===== src/rtl/t09_pkg.sv =====
// ----------------------------------------------------------------------------
// t09_pkg
//   Shared types and default sizing for the piezo buzzer driver.
//
//   Contents:
//     t09_buz_state_t     tone tracking FSM states (IDLE, PLAY, RELEASE)
//     SILENCE_LIMIT_DEF   cycles without an at_max pulse before a tone ends.
//                         Must exceed the longest tone period (157 cycles).
//     RELEASE_CYCLES_DEF  cycles the output is held low after a tone ends
//     PWM_BITS_DEF        width of the volume input and PWM counter
//     SIL_W_DEF           silence counter width; must hold SILENCE_LIMIT_DEF
// ----------------------------------------------------------------------------
package t09_pkg;

    typedef enum logic [1:0] {
        IDLE    = 2'd0,
        PLAY    = 2'd1,
        RELEASE = 2'd2
    } t09_buz_state_t;

    localparam int unsigned SILENCE_LIMIT_DEF  = 512;
    localparam int unsigned RELEASE_CYCLES_DEF = 64;
    localparam int unsigned PWM_BITS_DEF       = 3;
    localparam int unsigned SIL_W_DEF          = 10;

endpackage


===== src/rtl/t09_pwm_gate.sv =====
// ----------------------------------------------------------------------------
// t09_pwm_gate
//   Free-running PWM counter plus duty compare used as the volume gate.
//
//   Ports:
//     clk    in   1         system clock
//     nRst   in   1         asynchronous active-low reset
//     vol_q  in   PWM_BITS  latched volume of the current tone
//     gate   out  1         1 while the current PWM slot is "on"
//
//   The duty is vol_q / 2^PWM_BITS, except all-ones, which is forced to
//   100 % so that full volume gives an ungated square wave.
// ----------------------------------------------------------------------------
module t09_pwm_gate
    import t09_pkg::*;
#(
    parameter int unsigned PWM_BITS = PWM_BITS_DEF
) (
    input  logic                clk,
    input  logic                nRst,
    input  logic [PWM_BITS-1:0] vol_q,
    output logic                gate
);

    logic [PWM_BITS-1:0] pwm_cnt;

    // Wraps naturally from all-ones back to zero.
    always_ff @(posedge clk or negedge nRst) begin
        if (!nRst) begin
            pwm_cnt <= '0;
        end else begin
            pwm_cnt <= pwm_cnt + 1'b1;
        end
    end

    // vol_q == 0 never satisfies the compare, so the gate stays closed.
    assign gate = (&vol_q) | (pwm_cnt < vol_q);

endmodule


===== src/rtl/t09_buzzer_driver.sv =====
// ----------------------------------------------------------------------------
// t09_buzzer_driver
//   Turns the tone oscillator's at_max pulse train into a piezo drive.
//   Each at_max pulse toggles an internal square wave. The wave is gated by
//   a volume PWM and a mute input. A small FSM tracks tone start and end and
//   forces a clean low release once the pulse train stops.
//
//   Ports:
//     clk          in   1         system clock
//     nRst         in   1         asynchronous active-low reset
//     at_max       in   1         1-cycle pulse, one pulse per half-period
//     mute         in   1         level; 1 forces sound_out low, FSM runs on
//     volume       in   PWM_BITS  duty select, latched on tone start
//     sound_out    out  1         registered piezo drive
//     tone_active  out  1         registered; 1 while the FSM is in PLAY
//
//   Timing: at_max sampled at edge n updates the wave at edge n, and
//   sound_out follows at edge n+1. tone_active is registered from the
//   next state, so it rises on the same edge the wave first goes high.
// ----------------------------------------------------------------------------
module t09_buzzer_driver
    import t09_pkg::*;
#(
    parameter int unsigned SILENCE_LIMIT  = SILENCE_LIMIT_DEF,
    parameter int unsigned SIL_W          = SIL_W_DEF,
    parameter int unsigned RELEASE_CYCLES = RELEASE_CYCLES_DEF,
    parameter int unsigned PWM_BITS       = PWM_BITS_DEF
) (
    input  logic                clk,
    input  logic                nRst,
    input  logic                at_max,
    input  logic                mute,
    input  logic [PWM_BITS-1:0] volume,
    output logic                sound_out,
    output logic                tone_active
);

    localparam int unsigned REL_W = (RELEASE_CYCLES > 1) ? $clog2(RELEASE_CYCLES) : 1;

    localparam logic [SIL_W-1:0] SIL_LAST = SIL_W'(SILENCE_LIMIT - 1);
    localparam logic [REL_W-1:0] REL_LAST = REL_W'(RELEASE_CYCLES - 1);

    t09_buz_state_t      state_q, state_d;
    logic                wave_q, wave_d;
    logic [SIL_W-1:0]    sil_cnt_q, sil_cnt_d;
    logic [REL_W-1:0]    rel_cnt_q, rel_cnt_d;
    logic [PWM_BITS-1:0] vol_q, vol_d;
    logic                sound_d;
    logic                active_d;
    logic                gate;

    t09_pwm_gate #(
        .PWM_BITS (PWM_BITS)
    ) u_pwm_gate (
        .clk   (clk),
        .nRst  (nRst),
        .vol_q (vol_q),
        .gate  (gate)
    );

    // Next-state logic. Tone start behaves identically from IDLE and from
    // RELEASE, so a pulse arriving mid-release simply restarts the tone.
    always_comb begin
        state_d   = state_q;
        wave_d    = wave_q;
        sil_cnt_d = sil_cnt_q;
        rel_cnt_d = rel_cnt_q;
        vol_d     = vol_q;

        unique case (state_q)
            IDLE: begin
                wave_d = 1'b0;
                if (at_max) begin
                    state_d   = PLAY;
                    wave_d    = 1'b1;
                    sil_cnt_d = '0;
                    vol_d     = volume;
                end
            end

            PLAY: begin
                // A pulse in the limit cycle wins and keeps the tone alive.
                if (at_max) begin
                    wave_d    = ~wave_q;
                    sil_cnt_d = '0;
                end else if (sil_cnt_q == SIL_LAST) begin
                    state_d   = RELEASE;
                    wave_d    = 1'b0;
                    rel_cnt_d = '0;
                end else begin
                    sil_cnt_d = sil_cnt_q + 1'b1;
                end
            end

            RELEASE: begin
                wave_d = 1'b0;
                if (at_max) begin
                    state_d   = PLAY;
                    wave_d    = 1'b1;
                    sil_cnt_d = '0;
                    vol_d     = volume;
                end else if (rel_cnt_q == REL_LAST) begin
                    state_d = IDLE;
                end else begin
                    rel_cnt_d = rel_cnt_q + 1'b1;
                end
            end

            default: begin
                state_d = IDLE;
                wave_d  = 1'b0;
            end
        endcase

        // Output drive uses the current (registered) wave and state.
        sound_d  = wave_q & gate & ~mute & (state_q == PLAY);
        active_d = (state_d == PLAY);
    end

    always_ff @(posedge clk or negedge nRst) begin
        if (!nRst) begin
            state_q     <= IDLE;
            wave_q      <= 1'b0;
            sil_cnt_q   <= '0;
            rel_cnt_q   <= '0;
            vol_q       <= '0;
            sound_out   <= 1'b0;
            tone_active <= 1'b0;
        end else begin
            state_q     <= state_d;
            wave_q      <= wave_d;
            sil_cnt_q   <= sil_cnt_d;
            rel_cnt_q   <= rel_cnt_d;
            vol_q       <= vol_d;
            sound_out   <= sound_d;
            tone_active <= active_d;
        end
    end

endmodule


===== config.mk =====
export PLATFORM = sky130hd
export DESIGN_NAME = t09_buzzer_driver
export DESIGN_NICKNAME = d
export VERILOG_FILES = /design/src/rtl/t09_pkg.sv /design/src/rtl/t09_pwm_gate.sv /design/src/rtl/t09_buzzer_driver.sv
export SDC_FILE = /design/constraint.sdc
export NUM_CORES = 1
export LEC_CHECK = 0
export ABC_AREA = 1
export CORE_MARGIN = 2
export CORE_UTILIZATION = 50
export CTS_CLUSTER_SIZE = 30
export DETAILED_ROUTE_END_ITERATION = 8
export GPL_TIMING_DRIVEN = 1
export PLACE_DENSITY = 0.72
export SLEW_MARGIN = 30
export SYNTH_ARGS = -nofsm -noshare
export SYNTH_HDL_FRONTEND = slang
export SYNTH_SLANG_ARGS = --single-unit
export TNS_END_PERCENT = 10

===== constraint.sdc =====
create_clock -name clk -period 1.5 [get_ports clk]
set_input_delay 0.375 -clock clk [delete_from_list [all_inputs] [get_ports clk]]
set_output_delay 0.375 -clock clk [all_outputs]
set_load 0.05 [all_outputs]

==> flow_summary.ini <==
[timing]
hold_viol_final = 0
finalCriticalPeriod_ps = 1440
tightest_slew_ps = 298
max-slew-margin-rel_pct = 80.1
clock.fmax_ghz = 0.696
timing.final.crit_share_pct = 95.7
tns_ps = 0
setup_viol_count_final = 0
fin_skew_ps = 4.83
maxSlewViolCount = 0

[yosys]
yosys.area.top_type = dfrtp_1
ys_types = 31
syn_area_um2 = 1470
async_flop_share_pct = 100
ys_top_cells_by_area = dfrtp_1 46%, nand2_1 13%, nand3_1 4.8%, inv_1 4.3%, ha_1 4.2%
synth_ff_type = dfrtp_1
yosysSeqAreaShare_pct = 45.8
synthMostInstantiatedCell = nand2_1
synth_top_area_share_pct = 45.8
synth_cells = 176
synth_nets = 188
yosysWarningCount = 0
synth_common_cells = 52 x nand2_1, 27 x dfrtp_1, 17 x inv_1
syn_avg_cell_area_um2 = 8.37
ys_ff_latch = 27
synth_edf_count = 0

[die]
die_h_um = 58.3
die_area_um2 = 3400
row_count = 19
start_util_pct = 53.0
ios = 9
fp.coreArea_um2 = 2780
die_w_um = 58.3

[clock_network]
htree_num_levels = 1
cts_buffer_depth = 2
cts_hold_buf = 0
cts_root_buf = clkbuf_4
clkLatencyLatePin_ps = 330
numCtsBuffers = 3
cts_tree = built
path_clk_slew_ps = 150
cts_num_sinks = 27

[worst_setup_path]
worstPathMaxFanout = 6
path_class = reg -> reg
crit_required_ps = 1790
cp-end-kind = flip-flop
cp.arrival_ps = 1720
cp_slowest_stage_delay_ps = 430
cp-startpoint = sil_cnt_q[1]
slowest_stage = dfrtp_1
worstPathCellList = ha_4 -> nand2_4 -> nor2_4 -> nand3_2 -> nand2_4 -> nand3_4 -> inv_4 -> nand3_2 -> nand2_1
rr_startpoint = sil_cnt_q[1]
start_kind = flip-flop

[routing]
vias_per_cell = 5.48
wire_per_inst_um = 13.6
drc_errors = 0
vias = 1271
drt_iter0_markers = 81
dr.pass1.iters = 5
wirelength_mm = 3.16
ant_nets = 0

[cells_and_area]
area_growth_pct = 22.5
fill_cells = 223
seq_area_um2 = 677
multi_input_area_um2 = 751
diodes = 0
final_layout_size_suffix_gt1_share_pct = 22.9
nets = 214
final_cells = 232

[grt]
grt_pass1_vias = 1170
gr-total-overflow = 0
grt.total_usage_pct = 19.2
grt_pass1_wl_mm = 5.05
grt_antenna_before_repair = 0
grt_max_degree = 28

[placement]
hpwl_mm = 2.17
io_buffers = 8
placedCellCount = 223
gp_congestion = 0.885

[pwr]
p_per_area_nw_per_um2 = 661
p_leak_nw = 0.884
ir_drop_v = 0.000429

[status]
status = finished clean

[min_path]
hold_path.class = in -> async

[job]
drv_cap = 0
## kinds of logic after synthesis
logic type	count (synthesis)	share of synthesized area, %
buf+inv	22	7.22
simple gates	99	31.4
flops	27	45.8
xor+xnor	3	1.78
fa+ha+maj	5	4.24
mux	1	0.764
compound gates	19	8.74
## worst max-delay path: cells and delay by family, from the launching register on
family | cells | cell delay, ps
adder cells (fa/ha/maj) | 1 | 170
flip-flops | 1 | 430
AND/OR/NAND/NOR | 7 | 690
buffers and inverters | 1 | 100
## report_power, final
group	switching, W	internal [W]	total [W]
sequential	0.0000140	0.000741	0.000755
combinational	0.0000569	0.0000542	0.000111
clock	0.000226	0.000100	0.000326
total	0.000297	0.000896	0.00119
## through the flow
step	util [%]	hold WS [ps]	setup WS, ps	total power [W]	cell area [um^2]
floorplan	-	79.4	17.6	0.000803	1480
global placement	60.4	435	7.10	0.000869	1680
detailed placement	60.4	445	-47.8	0.000873	1680
CTS	61.4	373	28.2	0.00120	1710
global route	64.9	367	-26.2	0.00124	1810
finish	64.9	368	63.9	0.00119	1810
## registers in the layout (all words and copies together) (netlist names)
name and flops:
sound_out 1, wave_q 1, state_q 2, sil_cnt_q 10
vol_q 3, u_pwm_gate.pwm_cnt 3, tone_active 1, rel_cnt_q 6
## per-layer routing
metal	up-vias	global-route usage [%]	share of wire, %
li1	630	-	-
met1	606	24.9	43
met2	30	32.6	52
met3	5	1.98	3.6
met4	0	8.64	1.6
met5	-	0	0
## worst paths after layout
path,end,slack [ps],depth (start not counted)
max,rel_cnt_q[5],60,9
min,u_pwm_gate.pwm_cnt[0],370,2
max reg2reg,rel_cnt_q[5],60,9
min reg2reg,u_pwm_gate.pwm_cnt[0],470,1
max in group asynchronous,sil_cnt_q[0],970,2
min in group clk,u_pwm_gate.pwm_cnt[0],470,1
## layout make-up
cell class	count	area share, %
multi-input cells	128	41.6
flip-flops and latches	27	37.5
repair buffers	23	12.5
inverters	19	4.78
well taps	31	2.15
clock buffers	3	1.25
clock inverters	1	0.277
## cells in the final DEF (no fill, tap or decap), types with 3 or more instances in the layout
cell type and count:
a21oi_1 4, buf_12 3, buf_4 14, clkbuf_4 3, clkdlybuf4s50_1 6, dfrtp_1 26
ha_1 3, inv_1 17, nand2_1 49, nand2_2 3, nand3_1 13, nand3_2 3
nand4_1 6, nor2_1 14, o21ai_0 4, o21ai_2 4, xor2_1 3
## repair_timing
| action | in CTS | in global routing |
|---|---|---|
| resized for setup | 0 | 15 |
| hold endpoints to repair | 0 | 0 |
| setup endpoints to repair | 0 | 12 |
| setup buffers | 0 | 4 |
Power figures use the tool's default switching activity.
